`config.mk`:
```
export PLATFORM = sky130hd
export DESIGN_NAME = sc_mult_controller
export DESIGN_NICKNAME = d
export VERILOG_FILES = /design/src/rtl/sc_pkg.sv /design/src/rtl/sc_lfsr.sv /design/src/rtl/sc_mult_controller.sv
export SDC_FILE = /design/constraint.sdc
export NUM_CORES = 1
export LEC_CHECK = 0
export ABC_CLOCK_PERIOD_IN_PS = 5000
export BUFFER_PORTS_ARGS = -buffer_cell sky130_fd_sc_hd__buf_2
export CAP_MARGIN = 15
export CORE_MARGIN = 8
export CORE_UTILIZATION = 60
export DETAILED_ROUTE_END_ITERATION = 7
export PLACE_DENSITY = 0.81
export SYNTH_ARGS = -nofsm -noshare
export SYNTH_HDL_FRONTEND = slang
export SYNTH_HIERARCHICAL = 1
export SYNTH_SLANG_ARGS = --single-unit
```
`constraint.sdc`:
```
create_clock -name clk -period 5 [get_ports clk]
set_clock_uncertainty 0.15 [all_clocks]
set_input_delay 0.25 -clock clk [delete_from_list [all_inputs] [get_ports clk]]
set_output_delay 0.25 -clock clk [all_outputs]
set_load 0.03 [all_outputs]
```
`src/rtl/sc_pkg.sv`:
```
// sc_pkg: shared types and constants for the stochastic multiply controller.
//   state_t   : controller FSM states
//   lfsr_taps : Fibonacci feedback mask for a maximal-length LFSR of width 4..16
//   DEF_SEED_*: default LFSR seeds
package sc_pkg;

    typedef enum logic [1:0] {
        IDLE = 2'd0,
        RUN  = 2'd1,
        DONE = 2'd2
    } state_t;

    localparam logic [15:0] DEF_SEED_A = 16'h0001;
    localparam logic [15:0] DEF_SEED_B = 16'h00A5;

    // Bit i of the mask feeds state[i] into the XOR that becomes the new bit 0.
    // Each mask encodes a primitive polynomial, so the register cycles through
    // all 2^w-1 nonzero states.
    function automatic logic [15:0] lfsr_taps(input int w);
        logic [15:0] m;
        case (w)
            4:       m = 16'h000C;
            5:       m = 16'h0014;
            6:       m = 16'h0030;
            7:       m = 16'h0060;
            8:       m = 16'h00B8;
            9:       m = 16'h0110;
            10:      m = 16'h0240;
            11:      m = 16'h0500;
            12:      m = 16'h0829;
            13:      m = 16'h100D;
            14:      m = 16'h2015;
            15:      m = 16'h6000;
            16:      m = 16'hD008;
            default: m = 16'h0000;
        endcase
        return m;
    endfunction

endpackage

```
`src/rtl/sc_lfsr.sv`:
```
// sc_lfsr: Fibonacci shift-left LFSR used as a stochastic number generator.
//   clk   : rising-edge clock
//   rst   : synchronous active-high reset, loads SEED
//   load  : reload SEED (start of an operation)
//   en    : advance one state
//   state : current LFSR state, never zero
module sc_lfsr
    import sc_pkg::*;
#(
    parameter int               WIDTH = 8,
    parameter logic [WIDTH-1:0] SEED  = WIDTH'(1)
) (
    input  logic             clk,
    input  logic             rst,
    input  logic             load,
    input  logic             en,
    output logic [WIDTH-1:0] state
);

    localparam logic [WIDTH-1:0] TAPS = WIDTH'(lfsr_taps(WIDTH));
    // The all-zero state is a lockup state, so a zero seed is replaced by 1.
    localparam logic [WIDTH-1:0] SEED_NZ = (SEED == '0) ? WIDTH'(1) : SEED;

    always_ff @(posedge clk) begin
        if (rst || load) begin
            state <= SEED_NZ;
        end else if (en) begin
            state <= {state[WIDTH-2:0], ^(state & TAPS)};
        end
    end

endmodule

```
`src/rtl/sc_mult_controller.sv`:
```
// sc_mult_controller: accepts two unsigned operands, runs two SNG bitstreams
// for one full LFSR period, ANDs them and returns the count of ones.
//   clk, rst             : clock, synchronous active-high reset
//   in_valid/in_ready, a/b : operand handshake
//   out_valid/out_ready, result : result handshake (result held until taken)
//   z_stream             : live product bit, 0 outside RUN
module sc_mult_controller
    import sc_pkg::*;
#(
    parameter int               WIDTH  = 8,
    parameter logic [WIDTH-1:0] SEED_A = WIDTH'(DEF_SEED_A),
    parameter logic [WIDTH-1:0] SEED_B = WIDTH'(DEF_SEED_B)
) (
    input  logic             clk,
    input  logic             rst,
    input  logic             in_valid,
    output logic             in_ready,
    input  logic [WIDTH-1:0] a,
    input  logic [WIDTH-1:0] b,
    output logic             out_valid,
    input  logic             out_ready,
    output logic [WIDTH-1:0] result,
    output logic             z_stream
);

    // Cycle count of the last RUN cycle: L-1 = 2^WIDTH - 2.
    localparam logic [WIDTH-1:0] LAST = WIDTH'((1 << WIDTH) - 2);

    state_t           state;
    logic [WIDTH-1:0] a_reg, b_reg;
    logic [WIDTH-1:0] ones;
    logic [WIDTH-1:0] cnt;
    logic [WIDTH-1:0] lfsr_a, lfsr_b;
    logic             accept;
    logic             running;
    logic             x, y, z;

    // in_ready is high exactly while IDLE, so this is the accept strobe.
    assign accept  = in_valid & in_ready;
    assign running = (state == RUN);

    sc_lfsr #(.WIDTH(WIDTH), .SEED(SEED_A)) u_lfsr_a (
        .clk(clk), .rst(rst), .load(accept), .en(running), .state(lfsr_a)
    );

    sc_lfsr #(.WIDTH(WIDTH), .SEED(SEED_B)) u_lfsr_b (
        .clk(clk), .rst(rst), .load(accept), .en(running), .state(lfsr_b)
    );

    // LFSR states span 1..L, so '<=' yields exactly k ones for operand k.
    assign x        = (lfsr_a <= a_reg);
    assign y        = (lfsr_b <= b_reg);
    assign z        = x & y;
    assign z_stream = z & running;

    always_ff @(posedge clk) begin
        if (rst) begin
            state     <= IDLE;
            in_ready  <= 1'b1;
            out_valid <= 1'b0;
            result    <= '0;
            a_reg     <= '0;
            b_reg     <= '0;
            ones      <= '0;
            cnt       <= '0;
        end else begin
            case (state)
                IDLE: begin
                    if (in_valid) begin
                        a_reg    <= a;
                        b_reg    <= b;
                        ones     <= '0;
                        cnt      <= '0;
                        in_ready <= 1'b0;
                        state    <= RUN;
                    end
                end
                RUN: begin
                    ones <= ones + WIDTH'(z);
                    cnt  <= cnt + WIDTH'(1);
                    if (cnt == LAST) begin
                        // Fold in the final product bit on the way out.
                        result    <= ones + WIDTH'(z);
                        out_valid <= 1'b1;
                        state     <= DONE;
                    end
                end
                DONE: begin
                    if (out_ready) begin
                        out_valid <= 1'b0;
                        in_ready  <= 1'b1;
                        state     <= IDLE;
                    end
                end
                default: begin
                    state     <= IDLE;
                    in_ready  <= 1'b1;
                    out_valid <= 1'b0;
                end
            endcase
        end
    end

endmodule
```
==> flow_summary.toml, run 1 <==
[synth]
synth_edf_count = 0
synthFlopType = "dfxtp_1"
yosys-top-cells-area = "dfxtp_1 (42%), ha_1 (8.7%), a21oi_1 (6.6%)"
yosysTopAreaCellShare = 0.416
ys_types = 44
ys_seq_area_frac = 0.416
synth_nets = 374
synth_seq_cells = 60
synth_warnings = 6
synthArstFlopShare = 0
yosysTopAreaCell = "dfxtp_1"
avgSynthCellArea_um2 = 8.64
synth_cells = 334
synthesis.area_um2 = 2890

[clock_network]
cts_made_buffers = 9
clock_latency_ns = 0.34
cts_tree = "done"
clk_path_buf_depth = 2
root_buffer = "clkbuf_8"
cts.sinks = 60
path_clk_slew_ns = 0.06
htree_levels = 3
cts.repair.resized = 0

[pwr]
power_density_nw_per_um2 = 303
pwr-share-comb = 0.119
ir_worst_vdd_mv = 0.152
power_frac_seq = 0.511
p_leak_uw = 0.00131
clkPwrFrac = 0.371
p_sw_uw = 260
p_total_uw = 995
swShare = 0.261
intPower_uw = 735

[sta]
relSlewSlack = 0.234
hold_viol_final = 0
clock.fmax_ghz = 0.360
rsz0062_at_grt = "false"
fin_setup_tns_ns = 0
tightestPinTransition_ns = 1.15
fin_crit_ns = 2.78
maxSlewViolCount = 0
setup-violations-final = 0
fin_crit_sh = 0.556

[critical_path]
cp.required_ns = 5.04
worst-path-buf-inv = 1
cp_slowest_stage_delay_ns = 0.32
critical_path.cell_chain = "inv_1 -> ha_1 -> nor2b_1 -> o211ai_1 -> a21oi_1 -> o22ai_1 -> and3_1 -> ha_1 -> ha_1 -> nand3_1 -> nor2_1 -> xnor2_1 -> o21ai_0 -> nor2b_1"
crit_type = "reg -> reg"
critPathSlowestCell = "dfxtp_1"
worstSetupEndpointType = "flip-flop"
crit_arrival_ns = 2.82
cp_max_fo = 4
cp_common_cell = "ha_1"
critPathLaunchType = "flip-flop"
path_delay_family = "simple AND/OR/NAND/NOR gates"

[drt]
first_iter_violations = 158
wl_per_cell_um = 14.2
vias = 2361
wl_um = 6070
drc_errors = 0
dr.pass1.iters = 4
ant_nets = 0
avgViaCountPerCell = 5.52

[flow_run]
maxCapViolCount = 0

[grt]
grt_pass1_wl_um = 10300
antenna_found_initial = 0
grt_max_degree = 50
grt_use_total = 0.176
first_global_vias = 2302
gr-total-overflow = 0

[status]
outcome = "finished clean"

[floorplanning]
io_pins = 31
rows = 25
fp.coreArea_um2 = 4690
chipHeight_um = 85.4
initial_core_util = 0.615
chipWidth_um = 85.4
die_area_um2 = 7290

[placement]
hpwl_um = 4130
port_buffers = 30
gp_congestion = 0.837
placed_area_um2 = 3050

[cells_and_area]
antenna_cells = 0
nNetsFinal = 409
syn2layout_area_growth_pct = 13.6
final_util = 0.699
finalInstanceArea_um2 = 3280
drive_gt1_frac = 0.150

[worst_hold_path]
min_path_type = "in -> reg"
-- path summary, 6_finish.rpt --
path / startpoint / endpoint / slack [ns] / cells after the start
worst max-delay path: a_reg[1]$_SDFFE_PP0P_ / ones[6]$_SDFFE_PP0P_ / 2.22 / 14
worst max register to register: a_reg[1]$_SDFFE_PP0P_ / ones[6]$_SDFFE_PP0P_ / 2.22 / 14
worst min-delay path: b[2] / b_reg[2]$_SDFFE_PP0P_ / 0.004 / 3
worst min register to register: a_reg[7]$_SDFFE_PP0P_ / a_reg[7]$_SDFFE_PP0P_ / 0.30 / 2
-- synthesized netlist by cell type, drive strengths merged, types with 2 or more instances --
cell    instances
dfxtp          60
o21ai           8
or3             3
a21oi          38
nor2b           3
nand3b          4
and2            2
nand3           9
nor2           38
o211ai          3
a31oi           4
ha             20
inv            19
a211oi          6
or2             3
xor2            4
nor3            5
nand2          45
xnor2           9
mux2i          16
clkbuf          8
buf             6
o22ai           3
nand4           7
-- worst reg2reg max path, delay by kind of cell, from the launching register on --
family,cells,cell delay (ns)
AOI/OAI and AO/OA,4,0.50
xor gates and xnor gates,1,0.14
adders and majority gates,3,0.73
buffers and inverters,1,0.05
DFF,1,0.32
and+or+nand+nor,5,0.75
-- layout make-up --
cell class	instances	area, um2
tap	54	67.6
sequential	60	1200
fill	399	1410
inverter	20	76.3
clock inverter	2	10.0
multi-input combinational	240	1540
timing repair buffer	38	228
clock buffer	14	153
-- timing repair --
item                      in CTS  in global routing
buffers inserted               0                  0
hold buffers                   7                  0
hold endpoints to repair       7                  0
-- per-stage QoR --
stage,cells,worst slack [ns],hold WS [ns]
2_1_floorplan,334,2.53,0.221
3_3_place_gp,405,2.39,0.293
3_5_place_dp,405,2.26,0.297
4_1_cts,428,2.23,0.00167
5_1_grt,428,1.98,0.00107
6_report,428,2.22,0.00396
-- cell usage in the layout, fill, tap and decap left out, types with 4 or more instances in the layout --
cell type,instances
nand3_1,9
nand2_1,44
xnor2_1,5
o21ai_0,8
dfxtp_1,60
ha_1,20
clkbuf_8,10
nand4_1,6
xnor2_2,4
nor2_1,38
a211oi_1,6
mux2i_1,16
clkbuf_1,4
nand3b_1,4
a21oi_1,38
buf_2,30
xor2_1,4
inv_1,18
a31oi_1,4
dlygate4sd3_1,7
-- power groups by stage --
| stage | Combinational, uW | Sequential (uW) | Clock [uW] |
|---|---|---|---|
| floorplan | 84.6 | 516 | 0 |
| global placement | 109 | 518 | 0 |
| detailed placement | 113 | 519 | 0 |
| CTS | 118 | 508 | 376 |
| global route | 133 | 511 | 400 |
| finish | 118 | 508 | 369 |
-- kinds of logic (layout without fill, tap and decap cells) --
| kind of cell | after synthesis | after routing | synth area share |
|---|---|---|---|
| AND/OR/NAND/NOR | 125 | 125 | 0.212 |
| XOR/XNOR | 13 | 13 | 0.0498 |
| buffers and inverters | 34 | 74 | 0.0490 |
| multiplexers | 16 | 16 | 0.0555 |
| adder cells (fa/ha/maj) | 20 | 20 | 0.0867 |
| flip-flops | 60 | 60 | 0.416 |
| AO/OA/AOI/OAI | 66 | 66 | 0.130 |
-- routing by layer --
metal	vias up	routed length, um	global-route usage
met1	1094	2700	0.206
met3	9	357	0.0454
met4	0	89	0.0939
li1	1214	-	-
met2	44	2920	0.287
met5	-	0	0
Note: power is estimated with default switching activity, not from simulation.
==> run 2: changes to the inputs <==
ABC_CLOCK_PERIOD_IN_PS = 2500   (was 5000)
CORE_UTILIZATION = 52   (was 60)
PLACE_DENSITY = 0.75   (was 0.81)
clock period = 2.5 ns   (was 5 ns; I/O delays follow)
==> run 2 against run 1 <==
  * Utilization decreased by 2.4 points
  * Via count increased by 5.6%
  * Maximum frequency increased by 11%
  * Highest routed layer unchanged
  * Register-to-register slack got worse by 2.2 ns
  * Largest power group unchanged
  * Largest cell class unchanged
==> flow_summary.toml, run 2 (synthesis results as in run 1) <==
[critical_path]
crit_arrival_ns = 2.58
cp_common_cell = "ha_4"
rr_worst_depth = 13
setup.worst_path.end = "ones[6]$_SDFFE_PP0P_"
r2r_setup_slack_ns = 0.002
critPathLaunchType = "flip-flop"
crit_start = "u_lfsr_a/state[1]$_SDFFE_PP0P_"
critical_path.cell_chain = "ha_4 -> nor2b_4 -> o211ai_1 -> a21oi_1 -> o22ai_1 -> and3_4 -> ha_4 -> ha_4 -> nand3_4 -> nor2_4 -> xnor2_2 -> o21ai_1 -> nor2b_1"
worst-path-buf-inv = 0
path_delay_family = "simple AND/OR/NAND/NOR gates"
worstSetupEndpointType = "flip-flop"
cp_max_fo = 3
critPathSlowestCell = "dfxtp_2"
cp.required_ns = 2.58
r2r_start = "u_lfsr_a/state[1]$_SDFFE_PP0P_"
reg2reg_to = "ones[6]$_SDFFE_PP0P_"
worst-path-stages = 13
crit_type = "reg -> reg"
cp_slowest_stage_delay_ns = 0.34

[cells_and_area]
layout_common_cells = "dfxtp_1 (56), nand2_1 (44), nor2_1 (36)"
syn2layout_area_growth_pct = 27.2
drive_gt1_frac = 0.241
nNetsFinal = 433
antenna_cells = 0
final_util = 0.675
layout_commonest_cell = "dfxtp_1"

[floorplanning]
io_pins = 31
die_area_um2 = 8190
chipWidth_um = 90.5
rows = 27
initial_core_util = 0.531
fp.coreArea_um2 = 5440
chipHeight_um = 90.5

[pwr]
power_density_nw_per_um2 = 561
p_total_uw = 2060
ir_worst_vdd_mv = 0.345
p_leak_uw = 0.00143

[flow_run]
maxCapViolCount = 0

[sta]
tightestPinTransition_ns = 0.580
maxSlewViolCount = 0
fin_setup_tns_ns = 0
fin_crit_ns = 2.50
fin_crit_sh = 0.999
relSlewSlack = 0.612
setup-violations-final = 0
rsz0062_at_grt = "true"
hold_viol_final = 0
clock.fmax_ghz = 0.400

[drt]
drc_errors = 0
wl_per_cell_um = 14.4
dr.pass1.iters = 4
vias = 2494
ant_nets = 0
wl_um = 6780
first_iter_violations = 150
avgViaCountPerCell = 5.31

[status]
outcome = "finished clean"

[clock_network]
clock_latency_ns = 0.34
root_buffer = "clkbuf_8"
cts.sinks = 60
cts_tree = "done"
cts_made_buffers = 9
clk_path_buf_depth = 2
path_clk_slew_ns = 0.07
htree_levels = 3

[placement]
port_buffers = 30
gp_congestion = 0.810
hpwl_um = 4340

[grt]
gr-total-overflow = 0
grt_use_total = 0.158
antenna_found_initial = 0
first_global_vias = 2394
grt_pass1_wl_um = 10700
grt_max_degree = 26

[worst_hold_path]
min_path_type = "in -> reg"
hold_depth = 2
run 2: per-stage QoR:
stage               cells  instance area (um2)  hold WS (ns)  setup WS, ns
finish                470                 3670        0.0911       0.00184
global placement      435                 3160         0.217       -0.0149
global route          470                 3670         0.110       -0.0994
CTS                   468                 3550        0.0732       0.00253
floorplan             334                 2890        0.0959        0.0269
detailed placement    435                 3160         0.222       -0.0852
run 2: metal layers:
layer / up-vias / GRT usage / share of wire
met5: - / 0 / 0
met4: 0 / 0.0583 / 0.019
met1: 1170 / 0.178 / 0.42
met3: 13 / 0.0449 / 0.046
met2: 46 / 0.276 / 0.52
li1: 1265 / - / -
run 2: timing repair:
item,4_1_cts,5_1_grt
hold buffers,17,0
endpoints found under the hold margin,17,0
setup buffers,0,2
setup endpoints to repair,3,12
resized for setup,8,24
pin swaps,4,13
run 2: where the power goes:
part / internal [uW] / switching (uW) / leakage, uW
logic: 135 / 158 / 0.000856
clock network: 379 / 373 / 0.0000889
registers: 989 / 24.5 / 0.000490
run 2: worst min path at each step:
stage / start / to / slack (ns)
2_1_floorplan: rst / u_lfsr_b/state[2]$_SDFFE_PP1P_ / 0.1
3_3_place_gp: b[0] / b_reg[0]$_SDFFE_PP0P_ / 0.22
3_5_place_dp: a[5] / a_reg[5]$_SDFFE_PP0P_ / 0.22
4_1_cts: rst / a_reg[6]$_SDFFE_PP0P_ / 0.07
5_1_grt: rst / b_reg[5]$_SDFFE_PP0P_ / 0.11
6_report: rst / b_reg[6]$_SDFFE_PP0P_ / 0.09
run 2: layout make-up:
type                            instances  area [um2]
Tap cell                               72        90.1
Sequential cell                        60        1210
Timing Repair Buffer                   62         433
Fill cell                             446        1770
Clock buffer                           11         141
Clock inverter                          5        27.5
Multi-Input combinational cell        240        1700
Inverter                               20        76.3
